### config.mk
export PLATFORM = sky130hd
export DESIGN_NAME = manual_drive_ctrl_v2
export DESIGN_NICKNAME = d
export VERILOG_FILES = /design/src/rtl/manual_pkg.sv /design/src/rtl/manual_drive_ctrl_v2_tick_timer.sv /design/src/rtl/manual_drive_ctrl_v2.sv
export SDC_FILE = /design/constraint.sdc
export NUM_CORES = 1
export LEC_CHECK = 0
export ABC_AREA = 1
export CORE_ASPECT_RATIO = 2
export CORE_MARGIN = 1.5
export CORE_UTILIZATION = 50
export DETAILED_ROUTE_END_ITERATION = 6
export GPL_ROUTABILITY_DRIVEN = 0
export GPL_TIMING_DRIVEN = 0
export PLACE_DENSITY = 0.78
export SLEW_MARGIN = 20
export SYNTH_ARGS = -nofsm -noshare
export SYNTH_HDL_FRONTEND = slang
export SYNTH_SLANG_ARGS = --single-unit
### constraint.sdc
create_clock -name clk -period 1.81 [get_ports clk]
set_input_delay 0.543 -clock clk [delete_from_list [all_inputs] [get_ports clk]]
set_output_delay 0.543 -clock clk [all_outputs]
set_load 0.02 [all_outputs]
### src/rtl/manual_pkg.sv
// Shared encodings and the steering helper for the manual drive controller.
package manual_pkg;

  typedef enum logic {
    POFF = 1'b0,
    PON  = 1'b1
  } power_t;

  typedef enum logic [1:0] {
    NSTART = 2'b00,
    START  = 2'b01,
    MOVING = 2'b10
  } drive_t;

  typedef enum logic [3:0] {
    NON_MOVING = 4'b0000,
    FORWARD    = 4'b0001,
    BACK       = 4'b0010,
    TURN_LEFT  = 4'b0100,
    TURN_RIGHT = 4'b1000
  } move_t;

  // A single-sided turn request wins over the gear direction.
  function automatic move_t move_dir(input logic l, input logic r, input logic rev);
    move_t m;
    if (l & ~r)      m = TURN_LEFT;
    else if (r & ~l) m = TURN_RIGHT;
    else if (rev)    m = BACK;
    else             m = FORWARD;
    return m;
  endfunction

endpackage

### src/rtl/manual_drive_ctrl_v2_tick_timer.sv
// Tick-driven modulo-LIMIT counter; hit flags the tick that wraps it. No backpressure.
module tick_timer #(
  parameter int WIDTH = 8,
  parameter int LIMIT = 10
) (
  input  logic             clk,
  input  logic             rst,
  input  logic             clr,
  input  logic             en,
  input  logic             tick,
  output logic [WIDTH-1:0] cnt,
  output logic             hit
);

  localparam logic [WIDTH-1:0] LAST = WIDTH'(LIMIT - 1);

  assign hit = ~clr & en & tick & (cnt == LAST);

  always_ff @(posedge clk) begin
    if (!rst) begin
      cnt <= '0;
    end else if (clr) begin
      cnt <= '0;
    end else if (en & tick) begin
      cnt <= hit ? '0 : cnt + 1'b1;
    end
  end

endmodule

### src/rtl/manual_drive_ctrl_v2.sv
// Registered manual-car controller: power, drive FSM, blinkers, mileage; 1 clk latency, no backpressure.
// Optional idle auto power-off is built when MANUAL_AUTO_OFF_EN is defined.
module manual_drive_ctrl_v2
  import manual_pkg::*;
#(
  parameter int POWER_ON_MS = 1000,
  parameter int BLINK_MS    = 500,
  parameter int MILE_TICKS  = 1000,
  parameter int MILE_W      = 16,
  parameter int IDLE_MS     = 10000
) (
  input  logic              clk,
  input  logic              rst,
  input  logic              tick_ms,
  input  logic              power_on,
  input  logic              power_off,
  input  logic              clutch,
  input  logic              brake,
  input  logic              throttle,
  input  logic              rgs,
  input  logic              left,
  input  logic              right,
  output logic              power,
  output logic [1:0]        state,
  output logic [3:0]        moving_state,
  output logic              turn_left_light,
  output logic              turn_right_light,
  output logic [MILE_W-1:0] mileage
);

  localparam int HOLD_W  = $clog2(POWER_ON_MS + 1);
  localparam int BLINK_W = $clog2(BLINK_MS + 1);
  localparam int MCNT_W  = $clog2(MILE_TICKS + 1);
  localparam logic [BLINK_W-1:0] HALF = BLINK_W'(BLINK_MS / 2);

  power_t            power_q, power_d;
  drive_t            state_q, state_d;
  move_t             move_q, move_d;
  logic              left_q, left_d, right_q, right_d;
  logic              rgs_q;
  logic [MILE_W-1:0] mileage_q;

  logic              pdown_base, pdown;
  logic              hold_hit, mile_hit, blink_hit, blink_run, blink_on;
  logic [HOLD_W-1:0] hold_cnt_unused;
  logic [MCNT_W-1:0] mile_cnt_unused;
  logic [BLINK_W-1:0] blink_cnt, blink_nxt;

  assign power            = power_q;
  assign state            = state_q;
  assign moving_state     = move_q;
  assign turn_left_light  = left_q;
  assign turn_right_light = right_q;
  assign mileage          = mileage_q;

  assign pdown_base = (power_q == PON) &
                      (power_off |
                       ((state_q == NSTART) & throttle & ~clutch) |
                       ((state_q == MOVING) & (rgs != rgs_q) & ~clutch));

`ifdef MANUAL_AUTO_OFF_EN
  localparam int IDLE_W = $clog2(IDLE_MS + 1);
  logic              idle_ok, idle_hit;
  logic [IDLE_W-1:0] idle_cnt_unused;

  assign idle_ok = (power_q == PON) & (state_q == NSTART) &
                   ~(throttle | clutch | brake | left | right);

  tick_timer #(.WIDTH(IDLE_W), .LIMIT(IDLE_MS)) u_idle (
    .clk(clk), .rst(rst), .clr(~idle_ok), .en(idle_ok & ~pdown_base),
    .tick(tick_ms), .cnt(idle_cnt_unused), .hit(idle_hit)
  );

  assign pdown = pdown_base | idle_hit;
`else
  logic idle_unused;
  assign idle_unused = (IDLE_MS > 0);
  assign pdown       = pdown_base;
`endif

  // power_off in the clear term makes it win over a completing hold.
  tick_timer #(.WIDTH(HOLD_W), .LIMIT(POWER_ON_MS)) u_hold (
    .clk(clk), .rst(rst), .clr((power_q == PON) | ~power_on | power_off),
    .en((power_q == POFF) & power_on), .tick(tick_ms),
    .cnt(hold_cnt_unused), .hit(hold_hit)
  );

  tick_timer #(.WIDTH(MCNT_W), .LIMIT(MILE_TICKS)) u_mile (
    .clk(clk), .rst(rst), .clr(1'b0), .en((state_q == MOVING) & ~pdown),
    .tick(tick_ms), .cnt(mile_cnt_unused), .hit(mile_hit)
  );

  assign blink_run = (power_q == PON) & (state_q != NSTART) & (left | right);

  tick_timer #(.WIDTH(BLINK_W), .LIMIT(BLINK_MS)) u_blink (
    .clk(clk), .rst(rst), .clr(~blink_run), .en(blink_run & ~pdown),
    .tick(tick_ms), .cnt(blink_cnt), .hit(blink_hit)
  );

  // Lights are registered, so decide them from the phase the counter moves to.
  always_comb begin
    blink_nxt = blink_cnt;
    if (!blink_run)              blink_nxt = '0;
    else if (blink_hit)          blink_nxt = '0;
    else if (tick_ms & ~pdown)   blink_nxt = blink_cnt + 1'b1;
  end

  assign blink_on = (blink_nxt < HALF);

  always_comb begin
    power_d = power_q;
    state_d = state_q;
    move_d  = move_q;
    left_d  = 1'b0;
    right_d = 1'b0;

    if (power_q == POFF) begin
      state_d = NSTART;
      move_d  = NON_MOVING;
      if (hold_hit) power_d = PON;
    end else if (pdown) begin
      power_d = POFF;
      state_d = NSTART;
      move_d  = NON_MOVING;
    end else begin
      case (state_q)
        NSTART: begin
          if (throttle & clutch & ~brake & ~rgs) state_d = START;
        end
        START: begin
          if (brake) begin
            state_d = NSTART;
          end else if (~clutch & throttle) begin
            state_d = MOVING;
            move_d  = move_dir(left, right, rgs);
          end
        end
        MOVING: begin
          if (brake) begin
            state_d = NSTART;
            move_d  = NON_MOVING;
          end else if (clutch & ~throttle) begin
            state_d = START;
            move_d  = NON_MOVING;
          end else begin
            move_d  = move_dir(left, right, rgs);
          end
        end
        default: begin
          state_d = NSTART;
          move_d  = NON_MOVING;
        end
      endcase
    end

    if (power_d == PON) begin
      if (state_d == NSTART) begin
        left_d  = 1'b1;
        right_d = 1'b1;
      end else begin
        left_d  = left & blink_on;
        right_d = right & blink_on;
      end
    end
  end

  always_ff @(posedge clk) begin
    if (!rst) begin
      power_q   <= POFF;
      state_q   <= NSTART;
      move_q    <= NON_MOVING;
      left_q    <= 1'b0;
      right_q   <= 1'b0;
      rgs_q     <= 1'b0;
      mileage_q <= '0;
    end else begin
      power_q <= power_d;
      state_q <= state_d;
      move_q  <= move_d;
      left_q  <= left_d;
      right_q <= right_d;
      rgs_q   <= rgs;
      if (hold_hit)
        mileage_q <= '0;
      else if (mile_hit && (mileage_q != '1))
        mileage_q <= mileage_q + 1'b1;
    end
  end

endmodule

# Yosys cells after proc, flatten, opt, wreduce, memory -nomap -nowiden
# Index checks and enable logic that the tools add are counted.
[totals] reg_bits=55 latch_bits=0 ram_bits=0 romBits=0 input_bits=11 output_inout_bits=25 n_memories=0
[classes] add_sub_neg=4 multipliers=0 div=0 order_cmp=1 eq_ne=9 n_shift=0 muxes=27 n_bitwise=47 reduce_logical=10
[ops] operator="2-to-1 mux 9 bit" n=4
[ops] operator="AND 1 bit" n=30
[ops] operator="2-to-1 mux 4 bit" n=6
[ops] operator="adder 10 x 1 -> 10 bit (second input constant)" n=2
[ops] operator="equality test 10 bit (second input constant)" n=2
[ops] operator="2-to-1 mux 10 bit" n=2
[ops] operator="adder 16 x 1 -> 16 bit (second input constant)" n=1
[ops] operator="2-to-1 mux 2 bit" n=8
[ops] operator="inequality test 16 bit (second input constant)" n=1
[ops] operator="NOT 1 bit" n=12
[ops] operator="case mux 4 bit (3 select lines)" n=1
[ops] operator="adder 9 x 1 -> 9 bit (second input constant)" n=1
[ops] operator="equality test 9 bit (second input constant)" n=1
[ops] operator="less-than comparator 9 x 8 -> 1 bit (second input constant)" n=1
[ops] operator="case mux 2 bit (3 select lines)" n=1
[ops] operator="2-to-1 mux 1 bit" n=5
[ops] operator="bitwise OR 1 bit" n=5
[ops] operator="logical NOT 2 bit" n=2
[ops] operator="inequality test 2 bit (second input constant)" n=2
[ops] operator="AND reduction 2 bit" n=2
[ops] operator="OR reduction 2 bit" n=2
[ops] operator="AND reduction 3 bit" n=1
[ops] operator="OR reduction 3 bit" n=1
[ops] operator="equality test 2 x 1 -> 1 bit (second input constant)" n=1
[ops] operator="4 further kinds" n=4

# Depth between registers and ports, before layout
[logic_depth] depth_word=16 ltp_mapped=14

# Cells and area by module
# A second synthesis with hierarchy kept.
[hier_totals] hier_cells=521 area_unflattened_um2=3384.5
[by_module_without_submodules] module="manual_drive_ctrl_v2" instances=1 cells_per_inst=265 area_each_um2=1676.6
[by_module_without_submodules] module="tick_timer (u_hold ...)" instances=2 cells_per_inst=87 area_each_um2=569.3
[by_module_without_submodules] module="tick_timer (u_blink)" instances=1 cells_per_inst=82 area_each_um2=569.3

# Worst setup path before layout
# No wires, ideal clock.
[synth_path] kind="reg-to-reg" start="register state_q[0] (netlist: state[0])" end="register mileage_q[4] (netlist: mileage[4])" setup_time_ns=0.120 arrival_ns=1.815 t_required_ns=1.690 path_slack_ns=-0.126 path_stages_with_launch=14 period_less_slack_ns=1.936 path_cell_list="dfxtp_1 -> inv_1 -> ha_1 -> nand2_1 -> nor2_1 -> nor2_1 -> nand2_2 -> nand2_4 -> nand3_4 -> nor2_4 -> nand2_4 -> buf_6 -> nand2_1 -> a21oi_2"
[synth_via] elab_chain_cells=11 elab_cells_between_ends=14 classes_between="eq/ne: 1; bitwise: 11; reduce/logical: 2"
[synth_lines] element="start: declaration" line="manual_drive_ctrl_v2.sv:37" rtl="drive_t state_q, state_d;"
[synth_lines] element="start signal: assignment" line="manual_drive_ctrl_v2.sv:178" rtl="state_q <= state_d;"
[synth_lines] element="logical NOT 2 bit" line="manual_drive_ctrl_v2.sv:58" rtl="((state_q == NSTART) & throttle & ~clutch) |"
[synth_lines] element="AND 1 bit (2 in a row)" line="manual_drive_ctrl_v2.sv:58"
[synth_lines] element="bitwise OR 1 bit" line="manual_drive_ctrl_v2.sv:57" rtl="(power_off |"
[synth_lines] element="bitwise OR 1 bit" line="manual_drive_ctrl_v2.sv:58"
[synth_lines] element="AND 1 bit" line="manual_drive_ctrl_v2.sv:56" rtl="assign pdown_base = (power_q == PON) &"
[synth_lines] element="NOT 1 bit" line="manual_drive_ctrl_v2.sv:89" rtl=".clk(clk), .rst(rst), .clr(1'b0), .en((state_q == MOVING) & ~pdown),"
[synth_lines] element="AND 1 bit (*)" line="manual_drive_ctrl_v2.sv:89"
[synth_lines] element="AND 1 bit (*) (2 in a row)" line="manual_drive_ctrl_v2_tick_timer.sv:17" rtl="assign hit = ~clr & en & tick & (cnt == LAST);"
[synth_lines] element="logical AND 1 bit (*)" line="manual_drive_ctrl_v2.sv:185" rtl="else if (mile_hit && (mileage_q != '1))"
[synth_lines] element="end signal: assignment" line="manual_drive_ctrl_v2.sv:186" rtl="mileage_q <= mileage_q + 1'b1;"
[synth_lines] element="end: declaration" line="manual_drive_ctrl_v2.sv:41" rtl="logic [MILE_W-1:0] mileage_q;"
# Every way passes the cells marked *; elsewhere a longest branch is shown, timed or not.
# A chain may end at the register's enable or synchronous reset.

# Worst setup path after layout
[layout_path] start="register state_q[1] (netlist: state[1])" end="register mileage_q[13] (netlist: mileage[13])"
# The elaborated chain is that of the path after synthesis.

==> results.sh <==
export IMPL_status="finished with violations"
export IMPL_failed_checks="negative setup slack"
export IMPL_fin_cells=618
export IMPL_synth_adder_area_share_pct=3.16
export IMPL_synthToLayoutAreaGrowth_pct=35.2
export IMPL_drt_total_wl_um=8790
export IMPL_hold_depth=2
export IMPL_dieArea_sq_um=6840
export IMPL_netlist_area_sq_um=3160
export IMPL_ys_top_cells_by_count="nand2_1 (99), dfxtp_1 (55), inv_1 (53)"
export IMPL_diodes=0
export IMPL_crit_top_cell="nand2_2"
export IMPL_cp_startpoint="state[1]$_SDFF_PN0_"
export IMPL_synth_avg_cell_area_sq_um=6.88
export IMPL_grt_max_degree=16
export IMPL_tightest_slew_ns=0.562
export IMPL_die_width_um=59.2
export IMPL_cts_buffers_inserted=5
export IMPL_stdcell_area_sq_um=4280
export IMPL_synth_top_area_share_pct=34.8
export IMPL_antenna_left=0
export IMPL_postSynth_asyncResetShare_pct=0
export IMPL_vias_per_cell=5.46
export IMPL_rows=40
export IMPL_fin_hold_ws_ns=0.487
export IMPL_synthFlopType="dfxtp_1"
export IMPL_synthesis_nets=479
export IMPL_hold_path_startpoint="u_mile.cnt[4]$_SDFFE_PN0P_"
export IMPL_crit_arrival_ns=2.07
export IMPL_postPlaceCellArea_sq_um=3620
export IMPL_reg2reg_from="state[1]$_SDFF_PN0_"
export IMPL_cpPeakStageDelay_ns=0.39
export IMPL_dp_cells=579
export IMPL_core_area_sq_um=6060
export IMPL_num_vias=3374
export IMPL_clk_latency_ns=0.29
export IMPL_critPathSlowestCell="dfxtp_4"
export IMPL_finalCritPeriodShare_pct=104
export IMPL_path_cells="inv_4 > ha_4 > nand2_2 > nor2_1 > nor2_1 > nand2_2 > nand2_4 > nand3_4 > nor2_4 > nand2_4 > buf_12 > buf_8 > nand2_2 > a21oi_2"
export IMPL_hpwl_um=5950
export IMPL_setup_viol=12
export IMPL_antenna_found_initial=0
export IMPL_synthCells=460
export IMPL_holdBufCountCts=0
export IMPL_drv_slew=0
export IMPL_yosysMostFrequentCell="nand2_1"
export IMPL_worst_slack_ns=-0.0711
export IMPL_cts_root_buf="clkbuf_16"
export IMPL_htree_levels=2
export IMPL_ys_seq_area_share_pct=34.8
export IMPL_pre_cts_slack_ns=-0.727
export IMPL_peakVddDrop_v=0.000569
export IMPL_hp_class="reg2reg"
export IMPL_slew_headroom_pct=62.3
export IMPL_clk_path_buf_depth=2
export IMPL_grt_pass1_vias=3254
export IMPL_portBuffers=35
export IMPL_worstSetupStartpointType="register"
export IMPL_synth_edf_count=0
export IMPL_clkTransAtPathRegs_ns=0.07
export IMPL_drc=0
export IMPL_drive_gt1_share_pct=23.6
export IMPL_post_synth_num_cell_types=41
export IMPL_drt_first_iter_violations=241
export IMPL_grt_setup_unrepaired="yes"
export IMPL_maxCapViolCount=0
export IMPL_finalHoldViolCount=0
export IMPL_wl_per_cell_um=14.2
export IMPL_worst_r2r_path_depth=14
export IMPL_synth_compound_area_share_pct=12.3
export IMPL_power_density_nw_per_um2=526
export IMPL_cp_required_ns=1.99
export IMPL_synth_mux_area_share_pct=0
export IMPL_initial_core_util_pct=52.2
export IMPL_synth_top_family_by_area="simple AND/OR/NAND/NOR gates"
export IMPL_synthSimpleGateAreaFrac_pct=35.9
export IMPL_first_pass_iters=4
export IMPL_total_power_w=0.00225
export IMPL_p_leak_nw=1.83
export IMPL_die_h_um=115
export IMPL_ys_warn_count=0
export IMPL_grt_ovfl_total=0
export IMPL_path_max_fanout=5
export IMPL_grtUsageTotal_pct=25.9
export IMPL_ios=36
export IMPL_ys_top_cells_by_area="dfxtp_1 (35%), nand2_1 (12%), nand3_1 (7.9%), inv_1 (6.3%), nor2_1 (6.2%)"
export IMPL_clock_sinks=55
export IMPL_synth_top_cell_by_area="dfxtp_1"
export IMPL_nets=552
export IMPL_layout_min_cycle_time_ns=1.88
export IMPL_synth_xor_area_share_pct=5.54
export IMPL_ys_ff_latch=55
export IMPL_cts_tree="done"
export IMPL_endpoint_kind="register"
export IMPL_criticalPathCategory="reg2reg"
export IMPL_fmax_ghz=0.532
export IMPL_clock_skew_ns=0.00487
export IMPL_grt_pass1_wl_um=13700
## final cells by class
| cell class | instances | area (sq um) |
|---|---|---|
| clock buffer | 7 | 133 |
| fill | 472 | 1780 |
| timing repair buffer | 66 | 609 |
| inverter | 59 | 234 |
| sequential | 55 | 1110 |
| clock inverter | 1 | 5.00 |
| buffer | 6 | 55.1 |
| multi-input combinational | 340 | 2020 |
| tap | 84 | 105 |
## cells by family (layout without fill, tap and decap cells)
family                   count (synthesis)  count (layout)
AND/OR/NAND/NOR                        246             246
buffers and inverters                   65             139
AO/OA/AOI/OAI                           66              66
XOR/XNOR                                20              20
adder cells (fa/ha/maj)                  8               8
flip-flops                              55              55
## flip-flops by register name, indices dropped and copies added (netlist names)
name              flops
turn_right_light      1
rgs_q                 1
turn_left_light       1
u_hold.cnt           10
moving_state          4
u_blink.cnt           9
u_mile.cnt           10
power                 1
state                 2
mileage              16
## worst paths after layout
| kind | to | slack [ns] |
|---|---|---|
| max | mileage[13]$_SDFFE_PP0P_ | -0.07 |
| min | u_mile.cnt[4]$_SDFFE_PN0P_ | 0.49 |
| max reg2reg | mileage[13]$_SDFFE_PP0P_ | -0.07 |
| min reg2reg | u_mile.cnt[4]$_SDFFE_PN0P_ | 0.49 |
## routing by layer
metal | track usage [%] | vias up | wire (um)
li1 | - | 1664 | -
met1 | 22.5 | 1572 | 2980
met2 | 50.5 | 106 | 5060
met3 | 4.13 | 32 | 305
met4 | 17.3 | 0 | 450
met5 | 0 | - | 0
## metrics by stage
stage          setup TNS [ns]  util [%]
2_1_floorplan               0         -
3_3_place_gp           -23.20      59.8
3_5_place_dp           -24.86      59.8
4_1_cts                -0.898      67.2
5_1_grt                 -2.44      70.6
6_report               -0.545      70.6
## report_power, final
| part | leakage (nW) | internal, W | switching [W] |
|---|---|---|---|
| Combinational | 1.31 | 0.0000352 | 0.0000635 |
| Clock | 0.0679 | 0.000513 | 0.000430 |
| Sequential | 0.447 | 0.00121 | 0.000000882 |
| Total | 1.83 | 0.00176 | 0.000494 |
## cell usage in the layout, fill, tap and decap left out, types with 3 or more instances in the layout
master           count
nor2_1              49
xnor2_1              6
nor2_2               3
ha_1                 3
nand3_2              4
buf_6                5
buf_4               26
a21oi_1             25
clkbuf_16            5
a21oi_2             16
nand2_2             14
clkdlybuf4s50_1      5
nor3_1              13
dfxtp_1             49
dlymetal6s2s_1       5
inv_2               10
inv_1               45
nand2_1             80
ha_2                 3
nand4_1             14
o21ai_0             13
nand2_4              8
dfxtp_2              4
xor2_1              14
nand3_1             46
dlygate4sd2_1       24
inv_4                3
## repair_timing
item / 4_1_cts / 5_1_grt
buffers inserted: 21 / 9
pin swaps: 13 / 11
gates cloned: 1 / 1
resized for setup: 69 / 50
setup endpoints to repair: 64 / 48
## worst max-delay path: cells and delay by family, from the launching register on
kind	cells	cell delay (ns)
buffers and inverters	3	0.34
AOI/OAI and AO/OA	1	0.05
DFF	1	0.39
and+or+nand+nor	9	0.85
adders and majority gates	1	0.15
No activity file was read; power rests on OpenSTA's default activity.
==> variant 1: new RTL, same settings <==
Add a define of `MANUAL_AUTO_OFF_EN`.
--- a/src/rtl/manual_drive_ctrl_v2.sv
+++ b/src/rtl/manual_drive_ctrl_v2.sv
@@ -1,5 +1,7 @@
 // Registered manual-car controller: power, drive FSM, blinkers, mileage; 1 clk latency, no backpressure.
 // Optional idle auto power-off is built when MANUAL_AUTO_OFF_EN is defined.
+`define MANUAL_AUTO_OFF_EN
+
 module manual_drive_ctrl_v2
   import manual_pkg::*;
 #(
Formal check against the unedited RTL: no difference found for any inputs over 10 cycles, from zero or initial values and one cycle with rst low; that may be too few to reach the edited logic, so the function may still have changed.
==> variant 1 against the original RTL <==
  * The flow still finishes with violations (negative setup slack)
  * Clock skew hardly changed
  * Clock power grew 100%
  * Non-clock buffer count rose by 15
  * Total power up 57%
  * Via count grew 33%
  * Synthesized area rose by 28%
  * Cell area rose by 32%
  * Sequential cell count rose by 14
  * Routed wire length increased by 48%
  * Critical path depth increased by 1
  * Worst setup slack lost 260 ps
  * Combinational power up 25%
  * Maximum frequency decreased by 12%
  * Critical path type unchanged
  * Critical endpoint is now u_idle.cnt[12]
  * Largest cell class unchanged
  * Highest routed layer unchanged
==> variant 1: results (changes against the original RTL) <==
maximum number of pins on one net before global-route repair 12 (-4); setup ws final -334.5 ps (-263.4 ps); Post-Place Cells 706 (+22%); worst voltage drop across the vdd grid 683.2 µV (+20%); fraction of layout cells with a size suffix above 1 28.87% (+5.3 points); wire length of the first global-routing pass 19.10 mm (+39%); cells taking the most area after synthesis dfxtp_1, nand2_1, inv_1; Post-Place Setup Slack -752.8 ps (-26.25 ps); DPL Wire Length 7.930 mm (+33%); Hold WS 476.4 ps (-11.11 ps); CTS H-tree lvls 3 (+1); number of fill cells in the layout 565 (+20%); pin slew with the least headroom to its limit 579.4 ps (+17.39 ps); Wirelength per Cell 16.96 µm (+19%); Layout Skew 4.822 ps (-0.04638 ps); sequential-to-total area share from yosys stat 34.03% (-0.78 points); final-layout setup total negative slack -10940 ps (-10390 ps); Overall Global Routing Usage 28.42% (+2.5 points); length of routed wiring on met1 4.225 mm (+42%); routed length on met2 7.299 mm (+44%); result of the run finished with violations; routing usage on met3 4.709% (+0.58 points); leakage power of the design 2.260 nW (+24%); worst path arrival time 2380 ps (+310 ps); routed wire length on met3 609 µm (+100%); Switch Pwr 0.7430 mW (+50%); number of buffers added by the clock tree synthesis step 9 (+4); number of setup violations in the final report 54 (+42); Synth Area per Inst 7.059 µm² (+2.7%); I/O Buffers 35 (unchanged); count of nets after finishing 688 (+25%); met1 capacity usage during global routing 25.01% (+2.5 points); post-synthesis cell type count 43 (+4.9%); First-pass DRT Iterations 5 (+1); count of placed standard cells in the final layout, fillers left out 768 (+24%); dpl cell area 4573 µm² (+26%); average vias per placed instance 5.853 (+7.2%); violated checks negative setup slack; Mapped Nets 595 (+24%); delay of the slowest cell on the worst path 370 ps (-20 ps); routing usage on met2 56.82% (+6.3 points)
==> variant 1: cell count changes after synthesis, sizes merged, moves of 3 or more <==
cell    before  now
nand3b       1    6
nor3b        1    6
clkinv       0    3
nor4         2    7
o21ai       14   18
inv         59   84
a211oi       1    5
nor2        54   72
a21oi       42   49
nand4       15   18
dfxtp       55   69
nor3        17   23
nand2      102  110
==> variant 1: cell type report <==
cell class	instances	area share, %
Buffer	5	1.044
Clock buffer	11	4.309
Clock inverter	4	1.266
Inverter	87	6.397
Multi-Input combinational cell	413	47.31
Sequential cell	69	24.79
Tap cell	96	2.132
Timing Repair Buffer	82	12.68
Timing Repair inverter	1	0.06664
==> variant 1: power by group through the flow <==
stage          registers [mW]  clock network (mW)  logic, mW
2_1_floorplan            1.55                   0     0.0459
4_1_cts                  1.52                1.88      0.105
3_3_place_gp             1.55                   0     0.0898
3_5_place_dp             1.55                   0     0.0908
6_report                 1.52                1.90      0.123
5_1_grt                  1.52                1.95      0.129
==> variant 1: kinds of logic (layout without fill, tap and decap cells) <==
family	Yosys count	in the layout	synth area share [%]
XOR/XNOR	24	24	5.179
flip-flops	69	69	34.03
AO/OA/AOI/OAI	83	83	12.48
buffers and inverters	93	190	9.402
adder cells (fa/ha/maj)	9	9	2.774
AND/OR/NAND/NOR	297	297	36.13
==> variant 1: path summary, 6_finish.rpt <==
check        cells after the start          start              to
min                              2  u_hold.cnt[1]   u_hold.cnt[1]
max reg2reg                     15       state[1]  u_idle.cnt[12]
max                             15       state[1]  u_idle.cnt[12]
min reg2reg                      2  u_hold.cnt[1]   u_hold.cnt[1]
==> variant 1: timing repair <==
item	CTS	global route
cloned	2	2
pin swaps	16	21
buffers inserted	25	19
setup endpoints to repair	82	59
gates resized for setup	107	46
==> variant 2: new RTL, same settings <==
Without the edit above. Add an input register stage for `power_on`, `power_off` and `rgs`, without a reset; this delays them by one clock. The other inputs are not delayed to match.
--- a/src/rtl/manual_drive_ctrl_v2.sv
+++ b/src/rtl/manual_drive_ctrl_v2.sv
@@ -33,6 +33,16 @@
   localparam int MCNT_W  = $clog2(MILE_TICKS + 1);
   localparam logic [BLINK_W-1:0] HALF = BLINK_W'(BLINK_MS / 2);
 
+  logic power_on_q;
+  logic power_off_q;
+  logic rgs_r;
+
+  always_ff @(posedge clk) begin
+    power_on_q  <= power_on;
+    power_off_q <= power_off;
+    rgs_r       <= rgs;
+  end
+
   power_t            power_q, power_d;
   drive_t            state_q, state_d;
   move_t             move_q, move_d;
@@ -54,9 +64,9 @@
   assign mileage          = mileage_q;
 
   assign pdown_base = (power_q == PON) &
-                      (power_off |
+                      (power_off_q |
                        ((state_q == NSTART) & throttle & ~clutch) |
-                       ((state_q == MOVING) & (rgs != rgs_q) & ~clutch));
+                       ((state_q == MOVING) & (rgs_r != rgs_q) & ~clutch));
 
 `ifdef MANUAL_AUTO_OFF_EN
   localparam int IDLE_W = $clog2(IDLE_MS + 1);
@@ -80,8 +90,8 @@
 
   // power_off in the clear term makes it win over a completing hold.
   tick_timer #(.WIDTH(HOLD_W), .LIMIT(POWER_ON_MS)) u_hold (
-    .clk(clk), .rst(rst), .clr((power_q == PON) | ~power_on | power_off),
-    .en((power_q == POFF) & power_on), .tick(tick_ms),
+    .clk(clk), .rst(rst), .clr((power_q == PON) | ~power_on_q | power_off_q),
+    .en((power_q == POFF) & power_on_q), .tick(tick_ms),
     .cnt(hold_cnt_unused), .hit(hold_hit)
   );
 
@@ -125,14 +135,14 @@
     end else begin
       case (state_q)
         NSTART: begin
-          if (throttle & clutch & ~brake & ~rgs) state_d = START;
+          if (throttle & clutch & ~brake & ~rgs_r) state_d = START;
         end
         START: begin
           if (brake) begin
             state_d = NSTART;
           end else if (~clutch & throttle) begin
             state_d = MOVING;
-            move_d  = move_dir(left, right, rgs);
+            move_d  = move_dir(left, right, rgs_r);
           end
         end
         MOVING: begin
@@ -143,7 +153,7 @@
             state_d = START;
             move_d  = NON_MOVING;
           end else begin
-            move_d  = move_dir(left, right, rgs);
+            move_d  = move_dir(left, right, rgs_r);
           end
         end
         default: begin
@@ -179,7 +189,7 @@
       move_q  <= move_d;
       left_q  <= left_d;
       right_q <= right_d;
-      rgs_q   <= rgs;
+      rgs_q   <= rgs_r;
       if (hold_hit)
         mileage_q <= '0;
       else if (mile_hit && (mileage_q != '1))
Behaviour: same outputs for any inputs over 10 cycles, from zero or initial values and one cycle with rst low; that may be too few to reach the edited logic, so the function may still have changed.
==> variant 2 against the original RTL <==
  * The run ends with design-rule violations left
  * Worst hold slack got worse by 14 ps
  * Count of clock-buffer cells in the layout rose by 6
  * Routed wire length fell by 2.9%
  * Cell area rose by 0.70%
  * Combinational power fell by 6.7%
  * Total power rose by 32%
  * Critical path depth fell by 2
  * Synthesized area rose by 1.3%
  * Utilization fell by 1.8 points
  * Via count fell by 1.7%
  * Worst setup slack improved by 75 ps
  * Sequential cell count rose by 3
  * Highest routed layer unchanged
==> variant 2: results (changes against the original RTL) <==
via count of the first global-routing pass 3057 (-6.1%); count of nets after finishing 549 (-0.54%); fraction of layout cells with a size suffix above 1 21.12% (-2.5 points); violated checks design-rule violations; wire length after detailed routing 8.531 mm (-2.9%); Layout Skew 8.793 ps (+3.924 ps); most common flop cell mapped by yosys dfxtp_1; via total after detailed routing 3315 (-1.7%); Overall Global Routing Usage 24.84% (-1.1 points); delay of the slowest cell on the worst path 390 ps (about the same); average vias per placed instance 5.338 (-2.2%); worst voltage drop across the vdd grid 527.8 µV (-7.3%); CTS H-tree lvls 3 (+1); Post-Place Cells 583 (+0.69%); ANT cells 0 (unchanged); number of buffers added by the clock tree synthesis step 9 (+4); DPL Wire Length 5.730 mm (-3.7%); maximum number of pins on one net before global-route repair 11 (-5); First-pass DRT Iterations 7 (+3); Switch Pwr 0.6075 mW (+23%); number of DRC violations after detailed-routing iteration 0 177 (-27%); post-route DRC violation count 2 (+2); result of the run finished with violations; sequential-to-total area share from yosys stat 36.22% (+1.4 points); Mapped Nets 483 (+0.84%); cells taking the most area after synthesis dfxtp_1, nand2_1, inv_1; I/O Buffers 33 (-5.7%); leakage power of the design 1.916 nW (+4.7%); wire length of the first global-routing pass 13.16 mm (-4.0%); Relative slew margins 68.08% (+5.8 points); Post-Place Setup Slack -561.2 ps (+165.4 ps); synthesized netlist cell count 464 (+0.87%); post-synthesis cell type count 34 (-17%); commonest cells in the netlist nand2_1, dfxtp_1, inv_1
==> variant 2: cell count changes after synthesis, moves of 3 or more <==
cell,before,now
nand3_1,50,33
xor2_1,14,7
nand3_2,0,3
dfxtp_1,55,58
nor2_1,52,56
nand2_1,99,106
nor2_2,1,6
o21ai_0,14,22
inv_1,53,58
inv_2,6,3
nand2_2,1,4
==> variant 2: power by group through the flow <==
stage	Combinational, mW	Sequential (mW)	Clock [mW]
2_1_floorplan	0.0538	1.31	0
3_3_place_gp	0.0875	1.31	0
3_5_place_dp	0.0896	1.31	0
4_1_cts	0.0884	1.29	1.64
5_1_grt	0.102	1.28	1.68
6_report	0.0921	1.28	1.60
==> variant 2: worst paths after layout <==
| path | from | end | slack [ps] | depth (start not counted) |
|---|---|---|---|---|
| max | state[1] | mileage[13] | 4 | 12 |
| min | rgs_r | rgs_q | 470 | 2 |
| max reg2reg | state[1] | mileage[13] | 4 | 12 |
| min reg2reg | rgs_r | rgs_q | 470 | 2 |
==> variant 2: kinds of logic (layout without fill, tap and decap cells) <==
family	Yosys count	in the layout	share of synthesized area (%)
buf+inv	66	136	8.274
flops	58	58	36.22
simple gates	249	250	36.57
fa+ha+maj	8	8	3.123
compound gates	70	70	12.26
xor+xnor	13	13	3.552
==> variant 2: layout make-up <==
cell class	instances	area, µm²
plain buffers	5	37.54
clock buffers	13	240.2
clock inverters	3	40.04
fillers	544	1953
inverters	61	239.0
multi-input cells	341	1981
flip-flops and latches	58	1177
well taps	86	107.6
repair buffers	53	476.7
repair inverters	1	6.256
==> variant 2: per-stage QoR <==
| step | util, % | hold slack, ps | area, µm² |
|---|---|---|---|
| 3_5_place_dp | 58.26 | 459.2 | 3646 |
| 4_1_cts | 64.61 | 478.9 | 4044 |
| 2_1_floorplan | - | 434.0 | 3208 |
| 3_3_place_gp | 58.26 | 451.5 | 3646 |
| 5_1_grt | 68.79 | 500.0 | 4305 |
| 6_report | 68.79 | 473.7 | 4305 |
==> variant 2: repair_timing <==
action	4_1_cts	5_1_grt
gates cloned	1	2
resized for setup	39	59
buffers inserted	8	11
pin swaps	6	6
setup endpoints to repair	57	42
==> variant 2: per-layer routing <==
layer / track usage [%] / vias up / share of wire (%)
li1: - / 1654 / -
met4: 14.67 / 0 / 3.7
met5: 0 / - / 0
met3: 3.765 / 27 / 3.0
met1: 23.63 / 1561 / 36
met2: 47.40 / 73 / 58
==> variant 2: worst register-to-register path: cells and delay by family, from the launching register on <==
family                   cells  cell delay [ps]
adder cells (fa/ha/maj)      1              160
AO/OA/AOI/OAI                1              130
flip-flops                   1              390
AND/OR/NAND/NOR              7              740
buffers and inverters        3              310
